File: src/rtl/video_timing_gen.sv
// Raster timing generator: h/v counters, sync/active decodes, frame pulse and frame counter.
// Define VTG_RUNTIME_CFG_EN to build the cfg_* handshake that swaps timing at frame end.
`timescale 1ns/1ps
module video_timing_gen #(
  parameter int   CNT_W        = 12,
  parameter int   FC_W         = 6,
  parameter int   FPS          = 60,
  parameter int   DEF_H_ACTIVE = 1280,
  parameter int   DEF_H_FP     = 110,
  parameter int   DEF_H_SYNC   = 40,
  parameter int   DEF_H_BP     = 220,
  parameter int   DEF_V_ACTIVE = 720,
  parameter int   DEF_V_FP     = 5,
  parameter int   DEF_V_SYNC   = 5,
  parameter int   DEF_V_BP     = 20,
  parameter logic DEF_HS_POL   = 1'b1,
  parameter logic DEF_VS_POL   = 1'b1
) (
  input  logic             pixel_clk_in,
  input  logic             rst_n_in,
  input  logic             cfg_valid_in,
  output logic             cfg_ready_out,
  input  logic [CNT_W-1:0] cfg_h_active_in,
  input  logic [CNT_W-1:0] cfg_h_fp_in,
  input  logic [CNT_W-1:0] cfg_h_sync_in,
  input  logic [CNT_W-1:0] cfg_h_bp_in,
  input  logic [CNT_W-1:0] cfg_v_active_in,
  input  logic [CNT_W-1:0] cfg_v_fp_in,
  input  logic [CNT_W-1:0] cfg_v_sync_in,
  input  logic [CNT_W-1:0] cfg_v_bp_in,
  input  logic             cfg_hs_pol_in,
  input  logic             cfg_vs_pol_in,
  output logic             cfg_err_out,
  output logic             cfg_applied_out,
  output logic [CNT_W-1:0] hcount_out,
  output logic [CNT_W-1:0] vcount_out,
  output logic             hs_out,
  output logic             vs_out,
  output logic             ad_out,
  output logic             nf_out,
  output logic             ls_out,
  output logic [FC_W-1:0]  fc_out
);
  localparam int CFG_W = 8 * CNT_W + 2;
  localparam logic [CFG_W-1:0] DEF_CFG = {
    CNT_W'(DEF_H_ACTIVE), CNT_W'(DEF_H_FP), CNT_W'(DEF_H_SYNC), CNT_W'(DEF_H_BP),
    CNT_W'(DEF_V_ACTIVE), CNT_W'(DEF_V_FP), CNT_W'(DEF_V_SYNC), CNT_W'(DEF_V_BP),
    DEF_HS_POL, DEF_VS_POL};
  localparam logic [CNT_W-1:0] CNT_ZERO = {CNT_W{1'b0}};
  localparam logic [CNT_W-1:0] CNT_ONE  = {{(CNT_W-1){1'b0}}, 1'b1};
  localparam logic [CNT_W:0]   TOT_ONE  = {{CNT_W{1'b0}}, 1'b1};
  localparam logic [FC_W-1:0]  FC_ZERO  = {FC_W{1'b0}};
  localparam logic [FC_W-1:0]  FC_ONE   = {{(FC_W-1){1'b0}}, 1'b1};
  localparam logic [FC_W-1:0]  FC_LAST  = FC_W'(FPS - 1);

  logic [CFG_W-1:0] live_cfg_s;
  logic [CNT_W-1:0] h_act_s, h_fp_s, h_sync_s, h_bp_s;
  logic [CNT_W-1:0] v_act_s, v_fp_s, v_sync_s, v_bp_s;
  logic             hs_pol_s, vs_pol_s;
  logic [CNT_W:0]   h_tot_s, v_tot_s, hs_beg_s, hs_end_s, vs_beg_s, vs_end_s, hc_w_s, vc_w_s;
  logic             h_last_s, v_last_s, frame_end_s, nf_hit_s;
  logic [CNT_W-1:0] hcount_r, vcount_r;
  logic [FC_W-1:0]  fc_r;
  logic             nf_r;

  assign {h_act_s, h_fp_s, h_sync_s, h_bp_s,
          v_act_s, v_fp_s, v_sync_s, v_bp_s, hs_pol_s, vs_pol_s} = live_cfg_s;

  // Totals and sync windows are one bit wider so a full 2^CNT_W line still fits.
  assign h_tot_s  = {1'b0, h_act_s} + {1'b0, h_fp_s} + {1'b0, h_sync_s} + {1'b0, h_bp_s};
  assign v_tot_s  = {1'b0, v_act_s} + {1'b0, v_fp_s} + {1'b0, v_sync_s} + {1'b0, v_bp_s};
  assign hs_beg_s = {1'b0, h_act_s} + {1'b0, h_fp_s};
  assign hs_end_s = hs_beg_s + {1'b0, h_sync_s};
  assign vs_beg_s = {1'b0, v_act_s} + {1'b0, v_fp_s};
  assign vs_end_s = vs_beg_s + {1'b0, v_sync_s};
  assign hc_w_s   = {1'b0, hcount_r};
  assign vc_w_s   = {1'b0, vcount_r};

  assign h_last_s    = (hc_w_s == (h_tot_s - TOT_ONE));
  assign v_last_s    = (vc_w_s == (v_tot_s - TOT_ONE));
  assign frame_end_s = h_last_s && v_last_s;
  assign nf_hit_s    = (hcount_r == h_act_s) && (vcount_r == v_act_s);

  // Raster position counters
  always_ff @(posedge pixel_clk_in or negedge rst_n_in) begin
    if (!rst_n_in) begin
      hcount_r <= CNT_ZERO;
      vcount_r <= CNT_ZERO;
    end else if (h_last_s) begin
      hcount_r <= CNT_ZERO;
      vcount_r <= v_last_s ? CNT_ZERO : (vcount_r + CNT_ONE);
    end else begin
      hcount_r <= hcount_r + CNT_ONE;
    end
  end

  // New-frame pulse and free-running frame counter (untouched by timing changes)
  always_ff @(posedge pixel_clk_in or negedge rst_n_in) begin
    if (!rst_n_in) begin
      nf_r <= 1'b0;
      fc_r <= FC_ZERO;
    end else begin
      nf_r <= nf_hit_s;
      if (nf_hit_s) begin
        fc_r <= (fc_r == FC_LAST) ? FC_ZERO : (fc_r + FC_ONE);
      end
    end
  end

`ifdef VTG_RUNTIME_CFG_EN
  localparam logic [0:0]       ST_RUN  = 1'b0;
  localparam logic [0:0]       ST_PEND = 1'b1;
  localparam logic [CNT_W+1:0] TOT_MAX = {2'b01, {CNT_W{1'b0}}};

  logic [0:0]       state_r;
  logic [CFG_W-1:0] live_cfg_r, shadow_cfg_r, cfg_in_s;
  logic [CNT_W+1:0] cfg_h_tot_s, cfg_v_tot_s;
  logic             cfg_ok_s, err_r, applied_r;

  assign cfg_in_s = {cfg_h_active_in, cfg_h_fp_in, cfg_h_sync_in, cfg_h_bp_in,
                     cfg_v_active_in, cfg_v_fp_in, cfg_v_sync_in, cfg_v_bp_in,
                     cfg_hs_pol_in, cfg_vs_pol_in};
  assign cfg_h_tot_s = {2'b00, cfg_h_active_in} + {2'b00, cfg_h_fp_in}
                     + {2'b00, cfg_h_sync_in} + {2'b00, cfg_h_bp_in};
  assign cfg_v_tot_s = {2'b00, cfg_v_active_in} + {2'b00, cfg_v_fp_in}
                     + {2'b00, cfg_v_sync_in} + {2'b00, cfg_v_bp_in};

  // An offer is usable only if every active/sync region is non-empty and the frame fits the counters
  always_comb begin
    cfg_ok_s = 1'b1;
    if ((cfg_h_active_in == CNT_ZERO) || (cfg_h_sync_in == CNT_ZERO) ||
        (cfg_v_active_in == CNT_ZERO) || (cfg_v_sync_in == CNT_ZERO) ||
        (cfg_h_tot_s > TOT_MAX) || (cfg_v_tot_s > TOT_MAX)) begin
      cfg_ok_s = 1'b0;
    end else begin
      cfg_ok_s = 1'b1;
    end
  end

  // RUN/PEND handshake: capture into shadow, swap into live on the last pixel of a frame
  always_ff @(posedge pixel_clk_in or negedge rst_n_in) begin
    if (!rst_n_in) begin
      state_r      <= ST_RUN;
      live_cfg_r   <= DEF_CFG;
      shadow_cfg_r <= DEF_CFG;
      err_r        <= 1'b0;
      applied_r    <= 1'b0;
    end else begin
      err_r     <= 1'b0;
      applied_r <= 1'b0;
      case (state_r)
        ST_RUN: begin
          if (cfg_valid_in) begin
            if (cfg_ok_s) begin
              shadow_cfg_r <= cfg_in_s;
              state_r      <= ST_PEND;
            end else begin
              err_r <= 1'b1;
            end
          end
        end
        ST_PEND: begin
          if (frame_end_s) begin
            live_cfg_r <= shadow_cfg_r;
            applied_r  <= 1'b1;
            state_r    <= ST_RUN;
          end
        end
        default: state_r <= ST_RUN;
      endcase
    end
  end

  assign live_cfg_s      = live_cfg_r;
  assign cfg_ready_out   = (state_r == ST_RUN);
  assign cfg_err_out     = err_r;
  assign cfg_applied_out = applied_r;
`else
  logic unused_cfg_s;
  assign unused_cfg_s = ^{cfg_valid_in, cfg_h_active_in, cfg_h_fp_in, cfg_h_sync_in, cfg_h_bp_in,
                          cfg_v_active_in, cfg_v_fp_in, cfg_v_sync_in, cfg_v_bp_in,
                          cfg_hs_pol_in, cfg_vs_pol_in, frame_end_s};
  assign live_cfg_s      = DEF_CFG;
  assign cfg_ready_out   = 1'b0;
  assign cfg_err_out     = 1'b0;
  assign cfg_applied_out = 1'b0;
`endif

  assign hcount_out = hcount_r;
  assign vcount_out = vcount_r;
  assign hs_out     = ((hc_w_s >= hs_beg_s) && (hc_w_s < hs_end_s)) ? hs_pol_s : ~hs_pol_s;
  assign vs_out     = ((vc_w_s >= vs_beg_s) && (vc_w_s < vs_end_s)) ? vs_pol_s : ~vs_pol_s;
  assign ad_out     = (hcount_r < h_act_s) && (vcount_r < v_act_s);
  assign ls_out     = (hcount_r == CNT_ZERO);
  assign nf_out     = nf_r;
  assign fc_out     = fc_r;

endmodule

File: config.mk
export PLATFORM = sky130hd
export DESIGN_NAME = video_timing_gen
export DESIGN_NICKNAME = d
export VERILOG_FILES = /design/src/rtl/video_timing_gen.sv
export SDC_FILE = /design/constraint.sdc
export NUM_CORES = 1
export LEC_CHECK = 0
export ABC_AREA = 1
export CORE_MARGIN = 2
export CORE_UTILIZATION = 33
export CTS_CLUSTER_DIAMETER = 80
export DETAILED_ROUTE_END_ITERATION = 10
export GPL_TIMING_DRIVEN = 0
export MAX_ROUTING_LAYER = met4
export PLACE_DENSITY = 0.83
export SYNTH_ARGS = -nofsm -noshare
export SYNTH_HDL_FRONTEND = slang
export SYNTH_SLANG_ARGS = --single-unit
File: constraint.sdc
create_clock -name pixel_clk_in -period 1.74 [get_ports pixel_clk_in]
set_clock_uncertainty 0.2 [all_clocks]
set_input_delay 0.348 -clock pixel_clk_in [delete_from_list [all_inputs] [get_ports pixel_clk_in]]
set_output_delay 0.348 -clock pixel_clk_in [all_outputs]
set_load 0.01 [all_outputs]
# Word level (Yosys, flattened, before mapping)
# Cells that the tools add are included.
# classes
n_addsub	3
muxes	5
reduce_logical	5
eq_ne	5
n_lt_le_gt_ge	6
# op_table
cell	count
$add 12x1->12 const B	2
$eq 12x10->1 const B	2
$eq 12x11->1 const B	2
$lt 12x10->1 const B	2
$lt 12x11->1 const B	2
$mux 12	2
$ge 12x10->1 const B	1
$ge 12x11->1 const B	1
$logic_not 12->1	1
$add 6x1->6 const B	1
$eq 6x6->1 const B	1
$mux 6	1
$logic_and 1x1->1	4
$mux 1	2
# word_totals
output_inout_bits	38
elab_cells	28
ff_bits	31
in_bits	101

# Longest topological paths before layout
# Gate-level depths: netlist (run 1).
# logic_depth
word_depth	3
depth_mapped	9
ltp_nobuf	9

# Worst setup path before layout (run 1)
# OpenSTA, ideal clock, no wires.
# synth_timing
kind	register to output
start	register vcount_r[8] (netlist: vcount_out[8])
end	output port vs_out
slack_ns	0.006
stages_incl_launch_ff	8
path_buffers	0
required_ns	1.192
arrival_ns	1.186
path_cell_list	dfrtp_1 -> inv_1 -> nand2_1 -> nor2_2 -> inv_1 -> nor2_1 -> o21ai_0 -> nor2_1
# synth_via
elab_chain_len	3
word_cells_on_any_way	4
classes_between	2 x order compare; 1 x mux; 1 x reduce/logical
# synth_lines
element	line_no	text
from (decl)	62	logic [CNT_W-1:0] hcount_r, vcount_r;
from (signal assigned)	91	vcount_r <= v_last_s ? CNT_ZERO : (vcount_r + CNT_ONE);
$ge 12x10->1 or $lt 12x10->1 (tied branches)	192	assign vs_out = ((vc_w_s >= vs_beg_s) && (vc_w_s < vs_end_s)) ? vs_pol_s : ~vs_pol_s;
$logic_and 1x1->1 (*)	192	
$mux 1 (*)	192	
to (decl)	38	output logic vs_out,
# Mark *: on every way between the ends. The rest lies on a longest branch, timed or not.

# Final worst setup path (run 1)
# layout_timing
start	register vcount_r[6] (netlist: vcount_out[6])
end	output port vs_out
# The elaborated chain is that of the path after synthesis.

==> out/metrics.csv, run 1 <==
stage,metric,value,unit
status,outcome,"finished, violations left",
status,failing checks,setup timing,
finish,area added between synthesis and finish,59.8,%
sta,f_max,487,MHz
finish,Layout Cells excl Fill,482,
routing,Routed WL,7360,µm
cts,CTS tree,done,
global_route,first-pass GRT wire length,10900,µm
finish,Nets,513,
die,Std-Cell Rows,29,
routing,wire per inst,15.3,µm
cts,H-tree Lvls,2,
finish,fin area,3450,µm²
synth,post-synthesis instance total,304,
synth,"Top FF cell, synth",dfrtp_1,
routing,Via Count,2472,
sta,final hold vios,0,
pwr,Power per Cell Area,401,nW/µm²
synth,sequential share of the synthesized area,35.9,%
die,die height,84.9,µm
finish,fillcell total,557,
sta,RSZ-0062 raised after global routing,yes,
routing,total DRC errors in the routed layout,0,
global_route,GRT Total Usage,19.5,%
sta,setup violators final,24,
synth,Post-Syn Area,2160,µm²
finish,layout cells sized above 1,41.5,%
die,IO Pins,139,
cts,clock slew at reported path FFs,0.07,ns
finish,ANT cells,0,
pwr,worst vdd ir,303,µV
setup_path,worst path required time,1.19,ns
global_route,grt ovf,0,
sta,setup slack after layout,-0.315,ns
synth,Synth Area in Compound Gates,5.68,%
die,core region area,6350,µm²
global_route,largest net degree at the start of global routing,32,
synth,Post-synth EDFFs,0,
cts,Num CTS Buffers,5,
sta,period utilization,118,%
cts,clock latency on the worst-skew pair,0.29,ns
cts,clock sink total,31,
synth,most common cell in the netlist,nand2_1,
synth,Unique masters post-synth,33,
routing,initial detailed-routing violation count,136,
synth,post-synthesis adder-cell area fraction,4.63,%
die,die area,7210,µm²
routing,Pre-antenna DRT Iters,5,
cts,clk buf depth,2,
pwr,Leak,1.83,nW
sta,max-slew violations,0,
synth,"area leader, netlist",dfrtp_1,
setup_path,"reg-to-reg slack, setup",-0.21,ns
global_route,initial antenna violation count,0,
setup_path,Worst Path Max Fanout,4,
flow_run,number of max-cap violations,0,
die,chip width,84.9,µm
synth,largest family of logic cells by synthesized area,simple AND/OR/NAND/NOR gates,
placed_design,Area after DPL,2620,µm²
synth,asr flop ratio synth,100,%
setup_path,kind of critical path,register to primary output,
cts,CTS root buf,clkbuf_8,
placed_design,Port Buffers,36,
die,Initial Util,34.0,%
synth,"flops & latches, synth",31,
synth,largest cells by area after synthesis,"dfrtp_1 (36%), nand2_1 (14%), inv_1 (7.3%)",
sta,hold_ws,0.356,ns
synth,Synth top cells by count,"nand2_1 (79), inv_1 (42), nor2_1 (34)",
synth,post-synthesis mux area share,0,%
routing,Final ANT Viol Nets,0,
sta,Tmin final,2.06,ns
placed_design,Detail Placement HPWL,3880,µm
routing,via density per instance,5.13,
setup_path,Setup crit start kind,register,
synth,Synth Area in Simple Gates,39.3,%
hold_path,Min-Delay Path Class,register to register,
setup_path,Critical Path End Type,primary output,
sta,Worst Max-Slew Pin Slew,0.746,ns
synth,YS warnings,0,
setup_path,CP Data Arrival Time,1.51,ns
synth,post-synth top area share,35.9,%
pwr,total power,0.00139,W
sta,Slew headroom,50.3,%
placed_design,DP Cell Count,419,
synth,Syn Area/Cell,7.10,µm²
synth,post-synthesis xor/xnor area fraction,2.84,%
placed_design,routability cong.,0.874,
global_route,vias in the first global route,2316,
## state kept, by name, summed over array words and instances, names as in the netlist
name,count
nf_out,1
vcount_out,12
hcount_out,12
fc_out,6
## through the flow
step                util [%]  setup WS (ns)  setup TNS [ns]
global route            54.4         -0.398           -4.74
global placement        41.3         -0.621          -18.13
CTS                     49.1         -0.293           -1.58
floorplan                  -        0.00566               0
detailed placement      41.2         -0.623           -2.21
finish                  54.4         -0.315           -2.76
## worst max-delay path: stages (launching register included)
cell	delay, ns
dfrtp_2	0.41
nand2_2	0.10
inv_2	0.12
nand3_4	0.09
nor2_4	0.13
o21ai_1	0.07
nor2_1	0.14
buf_2	0.16
## cell families (layout without fill, tap and decap cells)
family	after synthesis	after routing
compound gates	24	24
xor+xnor	7	7
fa+ha+maj	8	8
buf+inv	55	154
flops	31	31
other cells	1	3
simple gates	178	178
## what timing repair did
action | 4_1_cts | 5_1_grt
hold endpoints to repair | 31 | 0
pin swaps | 12 | 19
buffers inserted | 39 | 16
endpoints found under the setup margin | 36 | 37
hold buffers | 1 | 0
gates cloned | 0 | 1
resized for setup | 95 | 66
## power by group
| group | leakage [nW] | internal, W | total [W] | switching (W) |
|---|---|---|---|---|
| clock | 0.0515 | 0.000361 | 0.000640 | 0.000279 |
| sequential | 0.400 | 0.000720 | 0.000720 | 0 |
| combinational | 1.38 | 0.00000656 | 0.0000250 | 0.0000184 |
## final timing paths
kind,end,cells after the start,start
setup / recovery,vs_out,7,vcount_out[6]
hold / removal,fc_out[4],2,fc_out[4]
setup reg to reg,fc_out[1],12,hcount_out[3]
hold reg to reg,fc_out[4],2,fc_out[4]
max in group asynchronous,vcount_out[9],2,rst_n_in
min in group asynchronous,hcount_out[10],2,rst_n_in
## cells in the final DEF, fill, tap and decap left out, types with 4 or more instances in the layout
cell and instances:
inv_1 24, nor2_2 4, dlymetal6s2s_1 4, dlygate4sd2_1 23, o21ai_1 9, dfrtp_2 13
buf_2 5, nand4_1 11, a21oi_1 5, nand2_1 66, nand2_2 11, inv_2 19
nand3_1 19, xor2_1 6, nand2_4 6, nand3_2 8, buf_6 15, buf_4 45
nor2_4 7, clkbuf_8 7, ha_1 4, nor2_1 29, dfrtp_1 18
## area by class of cell
class	instances	area, µm²	share of cell area (%)
plain buffers	9	81.3	2.36
repair buffers	91	807	23.4
multi-input cells	220	1390	40.3
well taps	77	96.3	2.79
inverters	46	184	5.33
clock buffers	8	100	2.90
flip-flops and latches	31	792	22.9
## routing by layer
layer  up-vias  share of wire (%)  global-route usage, %
met3        27                6.8                   3.89
met5         -                  0                      -
li1       1166                  -                      -
met2       126                 50                   31.9
met1      1153                 40                   24.3
met4         0                3.1                   6.35
(Power assumes the default switching activity.)
==> inputs of run 2 (changes only) <==
CELL_PAD_IN_SITES_DETAIL_PLACEMENT = 0   (was default)
CELL_PAD_IN_SITES_GLOBAL_PLACEMENT = 1   (was default)
CORE_UTILIZATION = 24   (was 33)
PLACE_DENSITY = 0.89   (was 0.83)
==> out/metrics.csv, run 2 (synthesis gave the netlist of run 1 again) <==
stage,metric,value,unit
die,die area,9770,µm²
cts,Num CTS Buffers,5,
setup_path,CP Cell Sequence,buf_6 -> inv_4 -> nand3_4 -> nor2_4 -> o21ai_1 -> nor2_1 -> buf_2,
placed_design,Port Buffers,36,
die,chip width,98.9,µm
routing,Routed WL,6750,µm
pwr,worst vdd ir,243,µV
die,die height,98.9,µm
status,failing checks,setup timing,
hold_path,min-delay src,fc_out[1],
pwr,clock power share,46.4,%
routing,Pre-antenna DRT Iters,4,
hold_path,Min-Delay Path Class,register to register,
sta,hold_ws,0.363,ns
finish,fin area,3440,µm²
setup_path,CP Data Arrival Time,1.48,ns
status,outcome,"finished, violations left",
sta,Worst Max-Slew Pin Slew,0.755,ns
sta,setup slack after layout,-0.284,ns
cts,clock latency on the worst-skew pair,0.29,ns
hold_path,WHS Path Cells,2,
finish,layout cells sized above 1,41.4,%
finish,ANT cells,0,
cts,CTS tree,done,
pwr,Leak,1.77,nW
setup_path,Critical Path End Type,primary output,
routing,met3 wire length,347,µm
die,IO Pins,139,
pwr,Flop pwr share,51.8,%
setup_path,"reg-to-reg slack, setup",-0.12,ns
routing,Final ANT Viol Nets,0,
routing,wire per inst,13.1,µm
global_route,GRT Total Usage,13.9,%
cts,CTS root buf,clkbuf_8,
cts,H-tree Lvls,2,
setup_path,kind of critical path,register to primary output,
routing,routed wl met2,3290,µm
routing,total DRC errors in the routed layout,0,
sta,setup violators final,12,
setup_path,largest stage delay on the critical path,0.40,ns
placed_design,Detail Placement HPWL,4070,µm
routing,met1 WL,3030,µm
sta,RSZ-0062 raised after global routing,yes,
pwr,P_int,0.00109,W
routing,top sig layer,met4,
setup_path,worst r2r path cells,9,
hold_path,Worst Hold End,fc_out[1],
finish,"commonest cells after routing, fill and taps aside","nand2_1 (65), buf_4 (50), nor2_1 (28)",
global_route,vias in the first global route,2226,
sta,max-slew violations,0,
sta,Slew headroom,49.7,%
die,Std-Cell Rows,34,
finish,Layout Cells excl Fill,514,
placed_design,routability cong.,0.851,
placed_design,DP Cell Count,450,
sta,final hold vios,0,
pwr,sw frac,21.7,%
die,Initial Util,24.8,%
finish,area added between synthesis and finish,59.4,%
routing,Via Count,2400,
sta,period utilization,116,%
setup_path,FF-to-FF End,vcount_out[2],
pwr,Comb power frac,1.8,%
setup_path,Setup crit start kind,register,
die,core region area,8720,µm²
sta,Tmin final,2.02,ns
routing,via density per instance,4.67,
global_route,largest net degree at the start of global routing,32,
cts,clock sink total,31,
finish,"commonest non-fill, non-tap cell in the layout",nand2_1,
pwr,NetSw,0.000302,W
setup_path,Worst R2R Start,hcount_out[3],
finish,Nets,514,
pwr,Power per Cell Area,404,nW/µm²
cts,clk buf depth,2,
setup_path,WP buf/inv,3,
placed_design,pre-CTS worst setup slack,-0.657,ns
setup_path,"Max stage delay cell, worst path",dfrtp_1,
flow_run,number of max-cap violations,0,
setup_path,worst path required time,1.19,ns
sta,f_max,494,MHz
routing,initial detailed-routing violation count,153,
global_route,grt ovf,0,
placed_design,Area after DPL,2660,µm²
setup_path,"delay-heaviest family, CP",flip-flops,
global_route,initial antenna violation count,0,
cts,clock slew at reported path FFs,0.07,ns
setup_path,Worst Path Max Fanout,9,
sta,final setup TNS,-1.68,ns
global_route,first-pass GRT wire length,10500,µm
## run 2: cell types whose count changed in the layout (fill, tap and decap cells not counted), moves of 3 or more
cell           delta
nand2_2           +6
buf_4             +5
nand2_4           -5
dlygate4sd2_1     -3
nand3_2           -3
o21ai_0           +3
## run 2: worst max path at each step
stage              startpoint      to  slack (ns)  cells past startpoint
3_5_place_dp    vcount_out[8]  vs_out       -0.66                      8
3_3_place_gp    vcount_out[8]  vs_out       -0.67                      8
6_report        vcount_out[5]  vs_out       -0.28                      7
2_1_floorplan   vcount_out[8]  vs_out       0.006                      7
5_1_grt         hcount_out[8]  hs_out       -0.36                      6
4_1_cts        vcount_out[10]  vs_out       -0.30                      8
## run 2: power groups by stage
stage               sequential [W]  clock (W)  combinational [W]
floorplan                 0.000734          0         0.00000781
global placement          0.000734          0          0.0000253
detailed placement        0.000734          0          0.0000249
CTS                       0.000720   0.000659          0.0000264
global route              0.000720   0.000694          0.0000291
finish                    0.000720   0.000645          0.0000252
## run 2: layout make-up
type / instances / area (µm²)
Buffer: 8 / 70.1
Sequential cell: 31 / 792
Inverter: 46 / 181
Timing Repair Buffer: 93 / 790
Clock buffer: 8 / 100
Multi-Input combinational cell: 220 / 1380
Tap cell: 108 / 135
Fill cell: 856 / 5280
## run 2: tightest hold or removal path, delay by kind of cell, from the launching register on
| family | cells | cell delay [ns] |
|---|---|---|
| AND/OR/NAND/NOR | 2 | 0.12 |
| flip-flops | 1 | 0.42 |
## run 2: stage by stage
stage / utilization [%] / power, W
after CTS: 37.0 / 0.00141
after floorplan: - / 0.000742
after detailed placement: 30.5 / 0.000759
after global placement: 30.5 / 0.000759
after global routing: 39.5 / 0.00144
final: 39.5 / 0.00139
## run 2: what timing repair did
action,4_1_cts,5_1_grt
setup buffers,48,17
gates resized for setup,103,60
pin swaps,14,26
gates cloned,0,1
endpoints found under the hold margin,31,0
endpoints found under the setup margin,38,34
hold buffers,1,0
## run 2: routing by layer
metal | track usage [%] | vias up
met5 | - | -
li1 | - | 1158
met1 | 17.5 | 1149
met3 | 3.33 | 9
met2 | 21.5 | 84
met4 | 5.80 | 0
